## src/rtl/rr_lock_arbiter.sv

```systemverilog
// Round-robin arbiter with optional packet lock: grants one requester per cycle
// combinationally and rotates priority after each completed grant.
module rr_lock_arbiter #(
  parameter int NUM_REQS = 4,
  parameter int IDX_W    = (NUM_REQS > 1) ? $clog2(NUM_REQS) : 1,
  parameter bit LOCK_EN  = 1'b1
) (
  input  logic                clk,
  input  logic                reset_n,
  input  logic [NUM_REQS-1:0] req,
  input  logic                ready,
  // Packet-tail marker; "release" is a reserved word, hence the prefix.
  input  logic                pkt_release,
  output logic [NUM_REQS-1:0] grant,
  output logic [IDX_W-1:0]    grant_idx,
  output logic                grant_valid,
  output logic                locked
);

  typedef enum logic {
    IDLE   = 1'b0,
    LOCKED = 1'b1
  } state_t;

  state_t             state;
  state_t             state_nxt;
  logic [IDX_W-1:0]   ptr;
  logic [IDX_W-1:0]   ptr_nxt;
  logic [IDX_W-1:0]   lock_idx;
  logic [IDX_W-1:0]   lock_idx_nxt;

  logic               rr_found;
  logic [IDX_W-1:0]   rr_idx;
  logic [IDX_W-1:0]   rr_cand;
  logic               sel_valid;
  logic [IDX_W-1:0]   sel_idx;
  logic               transfer;

  // Successor index with wrap, so the pointer never leaves 0..NUM_REQS-1.
  function automatic logic [IDX_W-1:0] wrap_inc(input logic [IDX_W-1:0] v);
    if (int'(v) >= NUM_REQS - 1) begin
      return '0;
    end
    return v + 1'b1;
  endfunction

  always_ff @(posedge clk or negedge reset_n) begin
    if (!reset_n) begin
      state    <= IDLE;
      ptr      <= '0;
      lock_idx <= '0;
    end else begin
      state    <= state_nxt;
      ptr      <= ptr_nxt;
      lock_idx <= lock_idx_nxt;
    end
  end

  // Scan requesters starting at ptr and wrapping; the first hit wins.
  always_comb begin
    int j;
    rr_found = 1'b0;
    rr_idx   = '0;
    rr_cand  = '0;
    j        = 0;
    for (int i = 0; i < NUM_REQS; i++) begin
      j = int'(ptr) + i;
      if (j >= NUM_REQS) begin
        j = j - NUM_REQS;
      end
      rr_cand = IDX_W'(j);
      if (!rr_found && req[rr_cand]) begin
        rr_found = 1'b1;
        rr_idx   = rr_cand;
      end
    end
  end

  always_comb begin
    state_nxt    = state;
    ptr_nxt      = ptr;
    lock_idx_nxt = lock_idx;
    sel_valid    = 1'b0;
    sel_idx      = '0;

    case (state)
      IDLE: begin
        sel_valid = rr_found;
        sel_idx   = rr_idx;
      end
      LOCKED: begin
        // Only the lock owner may be granted; anyone else waits for the tail.
        sel_valid = req[lock_idx];
        sel_idx   = req[lock_idx] ? lock_idx : '0;
      end
      default: begin
        sel_valid = 1'b0;
        sel_idx   = '0;
      end
    endcase

    transfer = sel_valid & ready;

    case (state)
      IDLE: begin
        if (transfer) begin
          if (pkt_release || !LOCK_EN) begin
            ptr_nxt = wrap_inc(sel_idx);
          end else begin
            state_nxt    = LOCKED;
            lock_idx_nxt = sel_idx;
          end
        end
      end
      LOCKED: begin
        if (transfer && pkt_release) begin
          state_nxt = IDLE;
          ptr_nxt   = wrap_inc(lock_idx);
        end
      end
      default: begin
        state_nxt = IDLE;
      end
    endcase

    // Outputs are forced quiet while reset is held, even with requests present.
    grant_valid = reset_n & sel_valid;
    grant_idx   = grant_valid ? sel_idx : '0;
    locked      = reset_n & (state == LOCKED);
    for (int i = 0; i < NUM_REQS; i++) begin
      grant[i] = grant_valid && (sel_idx == IDX_W'(i));
    end
  end

endmodule
```

## config.mk

```make
export PLATFORM = sky130hd
export DESIGN_NAME = rr_lock_arbiter
export DESIGN_NICKNAME = d
export VERILOG_FILES = /design/src/rtl/rr_lock_arbiter.sv
export SDC_FILE = /design/constraint.sdc
export NUM_CORES = 1
export LEC_CHECK = 0
export ABC_AREA = 1
export CAP_MARGIN = 20
export CELL_PAD_IN_SITES_DETAIL_PLACEMENT = 0
export CELL_PAD_IN_SITES_GLOBAL_PLACEMENT = 1
export CORE_MARGIN = 2
export CORE_UTILIZATION = 35
export CTS_BUF_LIST = sky130_fd_sc_hd__clkbuf_8
export CTS_CLUSTER_DIAMETER = 150
export CTS_CLUSTER_SIZE = 20
export DETAILED_ROUTE_END_ITERATION = 8
export HOLD_SLACK_MARGIN = 0.03
export PLACE_DENSITY = 0.84
export SLEW_MARGIN = 20
export SYNTH_ARGS = -nofsm -noshare
export SYNTH_HDL_FRONTEND = slang
export SYNTH_SLANG_ARGS = --single-unit
```

## constraint.sdc

```tcl
create_clock -name clk -period 2.62 [get_ports clk]
set_clock_uncertainty 0.2 [all_clocks]
set_input_delay 0.393 -clock clk [delete_from_list [all_inputs] [get_ports clk]]
set_output_delay 0.393 -clock clk [all_outputs]
set_load 0.005 [all_outputs]
```

==> summary by stage, run 1 <==
Synth
After technology mapping, the gate count stands at 122. The number of distinct library cells after synthesis is 25. The share of synthesized area in the top cell type comes to 0.195. Of all flip-flops after synthesis, the portion carrying an async set or reset was 1.00.

In the synthesized netlist the dominant register cell turns out to be sky130_fd_sc_hd__dfrtp_1. In this run the cell area of the synthesized design comes to 751 µm². The number of nets in the synthesized netlist is 135.

Synthesis inferred 5 register bits. After synthesis, the cell types taking the most area are sky130_fd_sc_hd__nand2_1 19%, sky130_fd_sc_hd__dfrtp_1 17%, sky130_fd_sc_hd__inv_1 8.5%, sky130_fd_sc_hd__ha_1 8.3%, sky130_fd_sc_hd__nand2_2 7.5%. Each instance of the synthesized netlist takes up on average 6.15 µm². The count of yosys warnings during synthesis is 0. The cell with the most instances after synthesis is sky130_fd_sc_hd__nand2_1.

Ranked by instance count, the synthesized netlist is headed by 39 x sky130_fd_sc_hd__nand2_1, 17 x sky130_fd_sc_hd__inv_1, 9 x sky130_fd_sc_hd__nand2_2. The post-synthesis sequential area ratio is 0.167. Summed over all instances, the cell type with the most area after synthesis is sky130_fd_sc_hd__nand2_1. The number of flops mapped to enable cells by yosys is 0.

Clock tree
The clock-pin transition on the worst setup and hold timing paths is 40 ps. The root buffer cell chosen for the clock tree is sky130_fd_sc_hd__clkbuf_8. The number of clock buffers inserted by TritonCTS is 3.

TritonCTS built the clock tree. The depth of the CTS H-tree is 1. The worst-case clock buffer depth is 2.

The clock sink count is 5. The clock latency on the worst-skew pair is 230 ps. The total of hold buffers inserted after clock tree synthesis is 0.

Global routing
Entering global routing, the biggest net connects 8 pins. The overflow left after global routing is 0. The number of global-route vias before repair is 1036.

For this run, the total global-route usage over all layers was measured as 0.234. The first global-routing pass estimated 4.60 mm of wire. The initial antenna violation count is 0.

Outcome
The checks that failed: setup timing. The flow ran to the end, but the final reports show violations.

STA
The final setup violation count is 7. Setup repair after global routing could not meet its margin everywhere. Setup slack on the critical path of the routed design comes to -365 ps. In this run the tightest slew margin relative to its limit is 0.804. The hold violation total from the final report was 0. At the pin with the least slew margin, the transition time is 294 ps. Adding up every negative setup slack in the final design gives -1820 ps. The smallest hold slack is 259 ps. The number of slew-limit violations in the final report is 0. The final critical path time including I/O delays and setup is 2980 ps.

Static timing analysis puts the maximum clock frequency at 0.335 GHz. Dividing the final minimum period by the clock period gives 1.14.

Finish
The repair_antennas step left the layout with diodes totalling 0. After the flow finishes, the layout carries non-filler instances totaling 211. The share of cells above drive strength 1 is 0.625. Counting the fill cells in the layout gives 138.

The area growth from synthesis to layout is 103%. The post-route standard cell area excluding fillers is 0.00152 mm². The number of nets in the finished design is 198.

Die
The floorplan has 16 rows. In this run the horizontal extent of the chip is 50.3 µm. Pin placement for this block handled 16 I/O pins. For this configuration, the core starts out at a cell density of 0.375.

Measured along the y axis, the die boundary spans 50.3 µm. The die covers 0.00253 mm². The total core area is 0.00200 mm².

Worst setup path
Of all nets on the critical path, the largest fanout is 6. The category of the worst setup path capture point is a primary output. The worst path required time is 2030 ps.

The critical path is of the reg2out type. The startpoint type of the worst setup path is a flop. Data arrives at the worst endpoint at 2390 ps.

Drt
The amount of wire on met2 after detailed routing is 1.79 mm. The sum of routed wire segments on met1 is 1.25 mm. The highest signal layer in the routed design is met4. The first detailed-routing pass ran for 4 iterations. For this block, the initial DRC count from the detailed router was 15. The total number of vias is 1061.

After detailed routing, the number of vias per cell comes to 5.03. For this run, design rule violations remaining after detail routing come to 0. Once detail routing completed, the nets flagged for antenna violations numbered 0. The wire length per cell is 15.6 µm.

The wire length reported by the detailed router is 3.30 mm. In the detailed route, the total length drawn on met3 is 116 µm.

Placed design
Detailed placement finished with a half-perimeter wire length of 1.56 mm. Input and output buffers added on the ports amount to 15. The global placement routability congestion is 0.845. The number of cells in the design after placement is 186. The placed instances occupy a cell area of 0.00111 mm².

Job
The tool flagged a number of max-cap violations equal to 0.

Worst hold path
The tightest min-delay check is of the in2async type.

Power
The worst supply voltage drop on vdd is 917 µV. The leakage component of the power is 0.793 nW. The design draws 2.28 mW. In this run the power density over the cells is 1500 mW/mm².
## where the power goes
group	switching (mW)	internal (mW)
Clock	0.0466	0.101
Combinational	1.00	0.961
Sequential	0.0564	0.115
Total	1.11	1.18
## cell usage in the layout (no fill, tap or decap), types with 2 or more instances in the layout
master,Yosys,final
sky130_fd_sc_hd__nor2_2,4,5
sky130_fd_sc_hd__a21oi_1,2,2
sky130_fd_sc_hd__ha_4,0,4
sky130_fd_sc_hd__o21ai_1,3,3
sky130_fd_sc_hd__nor2_4,2,3
sky130_fd_sc_hd__buf_4,0,36
sky130_fd_sc_hd__nand3_2,0,2
sky130_fd_sc_hd__nor2_1,8,6
sky130_fd_sc_hd__nand4_1,2,2
sky130_fd_sc_hd__buf_2,0,5
sky130_fd_sc_hd__inv_1,17,10
sky130_fd_sc_hd__clkdlybuf4s50_1,0,4
sky130_fd_sc_hd__dfrtp_1,5,3
sky130_fd_sc_hd__dlygate4sd2_1,0,5
sky130_fd_sc_hd__inv_2,5,13
sky130_fd_sc_hd__nand3_1,8,2
sky130_fd_sc_hd__dfrtp_2,0,2
sky130_fd_sc_hd__buf_6,1,5
sky130_fd_sc_hd__nand3_4,1,5
sky130_fd_sc_hd__nand2_2,9,17
sky130_fd_sc_hd__nand2_1,39,25
sky130_fd_sc_hd__clkbuf_8,0,3
sky130_fd_sc_hd__nand2_4,2,7
## worst max-delay path: stages, from the launching register on
cell,delay [ps]
sky130_fd_sc_hd__dfrtp_2,430
sky130_fd_sc_hd__buf_12,150
sky130_fd_sc_hd__clkinv_8,50
sky130_fd_sc_hd__buf_8,110
sky130_fd_sc_hd__nand2_2,50
sky130_fd_sc_hd__nand2_1,90
sky130_fd_sc_hd__nand2_1,80
sky130_fd_sc_hd__nand2_2,100
sky130_fd_sc_hd__nand2_4,70
sky130_fd_sc_hd__nand2_2,60
sky130_fd_sc_hd__nand2_2,70
sky130_fd_sc_hd__nand3_4,70
sky130_fd_sc_hd__nand3b_1,160
sky130_fd_sc_hd__inv_1,140
sky130_fd_sc_hd__buf_4,130
sky130_fd_sc_hd__ha_4,110
sky130_fd_sc_hd__inv_1,40
sky130_fd_sc_hd__nor2_1,100
sky130_fd_sc_hd__buf_2,140
## metal layers
layer,up-vias,global-route usage
li1,504,-
met5,-,0
met2,23,0.425
met1,517,0.267
met4,0,0.113
met3,17,0.0298
## layout make-up
class | instances | area [µm²] | area share
clock inverter | 1 | 3.75 | 0.00247
multi-input combinational | 93 | 714 | 0.469
tap | 27 | 33.8 | 0.0222
sequential | 5 | 128 | 0.0838
timing repair buffer | 59 | 503 | 0.330
inverter | 23 | 98.8 | 0.0649
clock buffer | 3 | 41.3 | 0.0271
## per-stage QoR
stage / utilization / worst slack, ps
after floorplan: - / 444
after global placement: 0.554 / -518
after detailed placement: 0.554 / -594
after CTS: 0.681 / -163
after global routing: 0.761 / -482
final: 0.761 / -365
## final timing paths
kind / endpoint / from / cells after the start / slack [ps]
hold reg to reg: lock_idx[1] / lock_idx[1] / 4 / 410
hold / removal: ptr[0] / reset_n / 2 / 260
min in group clk: lock_idx[1] / lock_idx[1] / 4 / 410
max in group asynchronous: ptr[1] / reset_n / 2 / 1830
setup reg to reg: ptr[0] / ptr[0] / 22 / -230
setup / recovery: grant[1] / ptr[0] / 18 / -360
## cell families (layout without fill, tap and decap cells)
logic type,after synthesis,in the layout,synth area share
AOI/OAI and AO/OA,10,10,0.0800
and+or+nand+nor,78,78,0.530
adders and majority gates,5,5,0.0833
DFF,5,5,0.167
buffers and inverters,24,86,0.140
## repair_timing
action                                  in CTS  in global routing
endpoints found under the setup margin       7                  9
resized for setup                           50                 41
pin swaps                                   16                 18
endpoints found under the hold margin        0                  0
setup buffers                               21                  3
cloned                                       1                  0
Power figures use the tool's default switching activity.
==> run 2, diff against run 1 <==
Settings changed: CORE_MARGIN 2 to 3, CORE_UTILIZATION 35 to 34, CTS_BUF_LIST sky130_fd_sc_hd__clkbuf_8 to sky130_fd_sc_hd__clkbuf_16, PLACE_DENSITY 0.84 to 0.82.
==> run 2 against run 1 <==
Effect of this change:
- the run still ends with setup timing left
- cell count is 5.7% lower
- fmax increased by 7.0%
- sequential share of layout area increased by 0.17 points
- critical path depth is 4 lower
- flip-flop and latch count unchanged
==> summary by stage, run 2 (synthesis results as in run 1) <==
Outcome
The run finished, with violations left. The checks that failed: setup timing.

STA
The measured slew at the worst slew-check pin is 293 ps. The number of slew-limit violations in the final report is 0. Setup slack on the critical path of the routed design comes to -171 ps. The post-route fraction of the period consumed by the critical path is 1.07. The hold violation total from the final report is 0. The final critical path time including I/O delays and setup is 2790 ps.

The tightest hold path in the finished design has a slack of 267 ps. Setup violations remaining at the end of the flow were counted as 5. The maximum clock frequency is 0.358 GHz. Setup repair after global routing could not meet its margin everywhere. The worst max-slew margin expressed relative to the limit is 0.805.

Placed design
The HPWL reported at the end of detailed placement is 1.61 mm. The number of buffers inserted by port buffering is 15. The congestion estimate from routability-driven global placement came to 0.823. After detailed placement, the design holds a cell count of 186. The setup slack at placement is -538 ps.

Global routing
The initial antenna violation count is 0. In the global route stage, overall resource usage came out at 0.192. The number of global-route vias before repair is 912. Global routing finished with a remaining overflow of 0. The global-route wire length before repair is 4.00 mm. The largest net degree at the start of global routing is 8.

Finish
Measured on the finished design, the core utilization comes to 0.738. Compared with the post-synthesis result, the final layout area differs by 98.8%. The most common library cell in the layout ignoring fill and taps is sky130_fd_sc_hd__buf_4. The share of cells above drive strength 1 is 0.628. The repair_antennas step left the layout with diodes totalling 0. After the last flow step, the layout net total stands at 186.

Leaving out filler cells and counting taps, the final layout contains 199. In the layout the commonest cells are 23 x sky130_fd_sc_hd__buf_4, 18 x sky130_fd_sc_hd__nand2_1, 17 x sky130_fd_sc_hd__nand2_4.

Clock tree
TritonCTS built the clock tree. The clock-pin transition on the worst setup and hold timing paths is 30 ps. The number of clock buffers added by TritonCTS is 3. The depth of the CTS H-tree is 1. CTS placed an instance of sky130_fd_sc_hd__clkbuf_16 at the clock tree root. For the worst-skew pair, the clock arrives at the later sink with an insertion delay of 230 ps. The clock passes through at most 2 buffers. The total of hold buffers inserted after clock tree synthesis is 0. The clock net in this run drives a total of 5 sinks.

Die
From left edge to right edge, the die measures 53.0 µm. The site row count is 16. The core region is 0.00202 mm². The die covers 0.00281 mm². The starting utilization of the core area is 0.371. The die height is 53.0 µm. For this design the top-level I/O count stands at 16.

Worst setup path
The worst path required time is 2030 ps. The worst setup path is captured at a primary output. The maximum fanout along the worst path is 6. The worst setup path is of the reg2out kind. The startpoint type of the worst setup path is a flop. The data arrival time of the worst path is 2200 ps.

Drt
The via count normalized by instance count is 4.64. For this block, wires on met1 add up to 1.11 mm. The amount of wire on met2 after detailed routing is 1.32 mm.

The detail route stage leaves a number of antenna-violating nets equal to 0. The detailed-router iteration count before antenna repair is 4. The final route contains 924 vias.

In the detailed route, the total length drawn on met3 is 51 µm. In the final routed layout, each cell accounts on average for 12.9 µm. Signal routing reaches up to met4. After detailed routing, the number of remaining DRC violations is 0. For this block, the initial DRC count from the detailed router was 6.

The routed design has 2.57 mm of wire.

Worst hold path
The kind of path behind the tightest hold check is in2async.

Power
The leakage component of the power is 0.795 nW. IR analysis of the VDD net gives a maximum drop of 848 µV. Power spread over the standard cell area amounts to 1440 mW/mm².

Job
The number of max-cap violations is 0.
## run 2: changes by cell type in the layout (fill, tap and decap cells not counted), sizes merged
cell,before,now
inv,23,24
clkdlybuf4s15,0,1
buf,49,35
## run 2: area by class of cell
class	count	area (µm²)
inverters	23	98.8
clock buffers	3	75.1
repair buffers	46	414
flip-flops and latches	5	128
repair inverters	1	6.26
fillers	157	529
well taps	27	33.8
clock inverters	1	3.75
multi-input cells	93	733
## run 2: critical path, stage by stage, from the launching register on
cell and delay [ps]:
sky130_fd_sc_hd__dfrtp_2 420, sky130_fd_sc_hd__buf_12 150, sky130_fd_sc_hd__clkinv_8 80, sky130_fd_sc_hd__nand2_4 60, sky130_fd_sc_hd__nand2_4 60, sky130_fd_sc_hd__buf_4 130, sky130_fd_sc_hd__a31oi_1 190, sky130_fd_sc_hd__nand4_1 170
sky130_fd_sc_hd__nand2_2 180, sky130_fd_sc_hd__inv_2 70, sky130_fd_sc_hd__buf_6 120, sky130_fd_sc_hd__ha_4 150, sky130_fd_sc_hd__inv_2 50, sky130_fd_sc_hd__nor2_1 30, sky130_fd_sc_hd__buf_2 120
## run 2: final timing paths
kind,slack (ps),cells past startpoint,startpoint,endpoint
worst max-delay path,-170,14,ptr[0],grant[3]
max in group asynchronous,1830,2,reset_n,ptr[1]
worst min-delay path,270,2,reset_n,asynchronous set/reset pin
worst max register to register,130,16,ptr[0],ptr[0]
worst min register to register,430,4,lock_idx[1],lock_idx[1]
min in group clk,430,4,lock_idx[1],lock_idx[1]
## run 2: power by group
part,internal (mW),switching (mW),total [mW]
Combinational,0.830,0.884,1.71
Clock,0.198,0.0499,0.248
Sequential,0.115,0.0685,0.183
## run 2: routing by layer
| layer | up-vias | GRT usage |
|---|---|---|
| met5 | - | 0 |
| met4 | 0 | 0.0936 |
| met3 | 9 | 0.0169 |
| met2 | 15 | 0.318 |
| met1 | 423 | 0.246 |
| li1 | 477 | - |
## run 2: metrics by stage
stage	power, mW	instance area [µm²]	setup TNS (ps)
after floorplan	0.812	751	0
after global placement	1.28	1110	-2920
after detailed placement	1.30	1110	-3260
after CTS	1.85	1340	-488
after global routing	2.31	1490	-1240
final	2.14	1490	-578
## run 2: repair_timing
action                     CTS  global route
setup endpoints to repair    7             8
pin swaps                   18            26
resized for setup           59            41
buffers inserted             7             3
gates cloned                 2             0
==> patch 1, RTL diff (config.mk and constraints of run 2) <==
Change the parameter `LOCK_EN` from 1'b1 to 1'b0.
--- a/src/rtl/rr_lock_arbiter.sv
+++ b/src/rtl/rr_lock_arbiter.sv
@@ -3,7 +3,7 @@
 module rr_lock_arbiter #(
   parameter int NUM_REQS = 4,
   parameter int IDX_W    = (NUM_REQS > 1) ? $clog2(NUM_REQS) : 1,
-  parameter bit LOCK_EN  = 1'b1
+  parameter bit LOCK_EN  = 1'b0
 ) (
   input  logic                clk,
   input  logic                reset_n,
Formal check against the unedited RTL: not equivalent (a bounded check fails within 4 cycles, from zero or initial values and one cycle with reset_n low).
==> patch 1 against run 2 <==
The flow still finishes with violations (negative setup slack); area after synthesis is 22% lower; critical path depth is 2 lower; first-iteration DRC count is 83% lower; setup slack better by 0.10 ns; wire length is 28% lower; final area is 22% lower; clock power is 2% lower; combinational power is 13% lower; power is 15% lower; die area is 20% lower; hold slack worse by 0.016 ns; sequential cell count is 2 lower; highest routed layer unchanged.
==> patch 1: results (changes against run 2) <==
drt:
  wl_met2_um: 1020  # -23%
  met3WireLength_um: 31  # -39%
  vias_per_cell: 4.76  # +2.4%
  vias: 699  # -24%
  dr.pass1.iters: 2  # -2
  wl_met1_um: 763  # -31%
  drtIter0Drc: 1  # -5
global_routing:
  grt_use_met1_pct: 18.5  # -6.1 points
  grt_pass1_vias: 693  # -24%
  use_met2_pct: 30.5  # -1.3 points
  grt_pass1_wl_um: 2720  # -32%
  grt_use_total_pct: 17.1  # -2.1 points
  met3_usage_pct: 2.63  # +0.94 points
synthesis:
  ys_seq_area_share_pct: 12.8  # -3.8 points
  synth-adder-area-share_pct: 8.57  # +0.23 points
  synth_compound_gate_area_share_pct: 6.21  # -1.8 points
  synth_common_cells: "26 x nand2_1, 15 x inv_1, 12 x nand2_2, 9 x nand3_1, 5 x nor2_2"
  netlist_top_cells_area: "nand2_1 17%, dfrtp_1 13%, nand2_2 13%, inv_1 9.6%, ha_1 8.6%"
  syn_avg_cell_area_um2: 6.22  # +1.0%
  synth_xor_area_share_pct: 0  # unchanged
  yosysUniqueCellTypes: 21  # -16%
  syn-num-nets: 106  # -21%
place:
  placed_cell_area_um2: 818  # -26%
  place.gp.congestion: 0.797  # -3.1%
  dp.cells: 134  # -28%
  post-place-ws_ns: -0.495  # +0.0428 ns
  dp_hpwl_um: 1080  # -33%
setup_path:
  r2r_cells: 12  # -4
  rrSetupSlack_ns: 0.47  # +0.34 ns
  crit_path_end: "grant_idx[1]"
  crit_fanout: 5  # -1
  r2r_end: "ptr[1]"
  worstSetupStartpoint: "ptr[1]"
sta:
  slew_headroom_pct: 87.3  # +6.8 points
  fin_ws_ns: -0.0659  # +0.105 ns
  finalSetupViolations: 4  # -1
  tns_ns: -0.165  # +0.412 ns
  finalHoldViolCount: 0  # unchanged
cells_and_area:
  drive_gt1_share_pct: 62.6  # -0.20 points
  final_nets: 144  # -23%
pwr:
  max-vdd-ir-drop_uv: 1060  # +25%
  switchingPower_w: 0.000889  # -11%
  pg_clk_w: 0.000242  # -2%
  p_comb_share_pct: 81.4  # +1.5 points
  cellLeakagePower_nw: 0.606  # -24%
status:
  violations: "negative setup slack"
  status: "finished, violations left"
clocking:
  cts_resized: 48  # -19%
  clock_latency_ns: 0.23  # about the same
==> patch 1: critical path, stage by stage (launching register included) <==
cell	delay [ns]
dfrtp_2	0.46
inv_4	0.13
nand2_1	0.12
nand2_4	0.12
nand2_2	0.06
and2_4	0.17
nand3b_1	0.17
nand3_2	0.10
nand2_4	0.10
buf_4	0.14
buf_4	0.12
nor2_2	0.08
buf_2	0.11
==> patch 1: final cells by class <==
type                       instances  area, um2
sequential                         3       77.6
tap                               16       20.0
clock buffer                       3       75.1
fill                             113        395
clock inverter                     1       3.75
timing repair buffer              34        277
multi-input combinational         70        616
inverter                          20       95.1
==> patch 1: cell families after synthesis <==
family	Yosys count
simple gates	62
compound gates	4
flops	3
fa+ha+maj	4
buf+inv	21
==> patch 1: through the flow <==
step	util, %	hold slack [ns]
after floorplan	-	-0.103
after global placement	52.5	0.392
after detailed placement	52.5	0.410
after CTS	63.2	0.248
after global routing	74.6	0.258
final	74.6	0.250
==> patch 2, RTL diff (flow settings as in run 2) <==
Made on the original files. Reset style: synchronous (`reset_n`), changed in one clocked block.
--- a/src/rtl/rr_lock_arbiter.sv
+++ b/src/rtl/rr_lock_arbiter.sv
@@ -44,7 +44,7 @@
     return v + 1'b1;
   endfunction
 
-  always_ff @(posedge clk or negedge reset_n) begin
+  always_ff @(posedge clk) begin
     if (!reset_n) begin
       state    <= IDLE;
       ptr      <= '0;
Check against the original RTL: same outputs for any inputs over 10 cycles, from zero or initial values and one cycle with reset_n low; that may be too few to reach the edited logic, so the function may still have changed.
==> patch 2 against run 2 <==
The run still ends with negative setup slack left; setup slack better by 0.11 ns; final area is 1.1% lower; sequential cell count stayed put; area after synthesis is 2.3% higher; sequential share of layout area is 1.3 points lower; wire length is 2.2% lower.
Power is not compared: it rests on default switching activity, and its combinational part moved more than twofold at a synthesized area within 25%.
==> patch 2: results (changes against run 2) <==
drt:
  drt-total-wl_um: 2520  # -2.2%
  vias_per_cell: 4.76  # +2.6%
  wire_per_inst_um: 12.5  # -3.7%
  drtIter0Drc: 12  # +6
place:
  dp_hpwl_um: 1570  # -2.7%
  placed_cell_area_mm2: 0.00107  # -3.8%
  place.gp.congestion: 0.781  # -5.2%
  post-place-ws_ns: -0.484  # +0.0539 ns
global_routing:
  grt_pass1_vias: 920  # +0.88%
  grt_start_max_net_pins: 10  # +2
  antenna_found_initial: 0  # unchanged
  grt_pass1_wl_um: 3650  # -8.8%
  grt_use_total_pct: 17.0  # -2.1 points
cells_and_area:
  signal_buffers: 40  # -13%
  area_share_clock_buf_inv_pct: 5.34  # +0.058 points
  nClkBuffers: 3  # unchanged
  multi_input_area_um2: 779  # +6.3%
  nFlopsAndLatches: 5  # unchanged
  stdcell_area_mm2: 0.00148  # -1.1%
  nonClkBufAreaFrac_pct: 24.2  # -3.6 points
  drive_gt1_share_pct: 61.7  # -1.1 points
  area.sequential_um2: 108  # -16%
  diodes: 0  # unchanged
  fill_cells: 158  # +0.64%
  num-multi-input-gates: 102  # +9.7%
  final_nets: 189  # +1.6%
synthesis:
  synth_common_cells: "46 x nand2_1, 17 x inv_1, 10 x nor2_1, 9 x nand2_2, 7 x nand3_1"
  yosysUniqueCellTypes: 22  # -12%
  ys_seq_area_share_pct: 13.0  # -3.6 points
  async_reset_ff_share_pct: 0  # -100 points
  synth-adder-area-share_pct: 8.14  # -0.19 points
  syn-num-nets: 144  # +6.7%
  syn_avg_cell_area_um2: 5.86  # -4.7%
  synth_ff_type: "dfxtp_1"
  synth_top_area_share_pct: 22.5  # +3.0 points
  netlist_top_cells_area: "nand2_1 22%, dfxtp_1 13%, inv_1 8.3%, ha_1 8.1%, nand2_2 7.3%"
  synth_compound_gate_area_share_pct: 6.51  # -1.5 points
sta:
  worstMarginPinSlew_ns: 0.288  # -0.00495 ns
  finalSetupViolations: 2  # -3
  fin_ws_ns: -0.0600  # +0.111 ns
  tns_ns: -0.0666  # +0.511 ns
setup_path:
  r2r-start: "ptr[0]"
  crit_fanout: 6  # unchanged
  critPathArrivalTime_ns: 2.09  # -0.11 ns
clocking:
  clock-root-buffer: "clkbuf_16"
  cts_buffer_depth: 2  # unchanged
pwr:
  switchingPower_w: 0.000401
  max-vdd-ir-drop_uv: 556
status:
  violations: "negative setup slack"
  status: "finished, violations left"
min_path:
  hp-class: "reg2reg"
-- patch 2: cell count changes after synthesis, sizes merged, moves of 2 or more --
cell	before	now
dfrtp	5	0
dfxtp	0	5
a21oi	3	5
nor2	14	20
nand2	50	55
-- patch 2: final timing paths --
kind,to,slack (ns),depth (start not counted)
setup / recovery,grant[1],-0.06,18
hold / removal,lock_idx[1],0.42,4
setup reg to reg,ptr[1],0.30,18
hold reg to reg,lock_idx[1],0.42,4
-- patch 2: cells by family (layout without fill, tap and decap cells) --
family / count (synthesis) / after routing
AND/OR/NAND/NOR: 88 / 88
adder cells (fa/ha/maj): 5 / 5
buffers and inverters: 24 / 68
flip-flops: 5 / 5
AO/OA/AOI/OAI: 9 / 9
-- patch 2: worst max-delay path: stages (launching register included) --
cell	delay, ns
dfxtp_4	0.36
buf_12	0.15
clkinv_8	0.07
nand2_4	0.05
nand2_4	0.10
nand2_2	0.07
nand2_2	0.06
nand2_2	0.06
nand2_1	0.06
nand2_1	0.05
nand3_2	0.07
nand2_4	0.06
nor2_4	0.11
buf_6	0.13
buf_6	0.10
ha_4	0.11
inv_2	0.03
nor2_2	0.09
buf_2	0.12
-- patch 2: timing repair --
| action | 4_1_cts | 5_1_grt |
|---|---|---|
| resized for setup | 35 | 72 |
| pin swaps | 12 | 28 |
| gates cloned | 1 | 1 |
| hold endpoints to repair | 0 | 0 |
| hold buffers | 0 | 0 |
| endpoints found under the setup margin | 7 | 7 |
| setup buffers | 7 | 3 |
-- patch 2: metal layers --
layer	wire (um)	global-route usage, %	share of wire (%)
met2	1360	30.6	54
met3	45	1.94	1.8
met5	0	0	0
met1	1080	20.7	43
met4	26	5.96	1.0
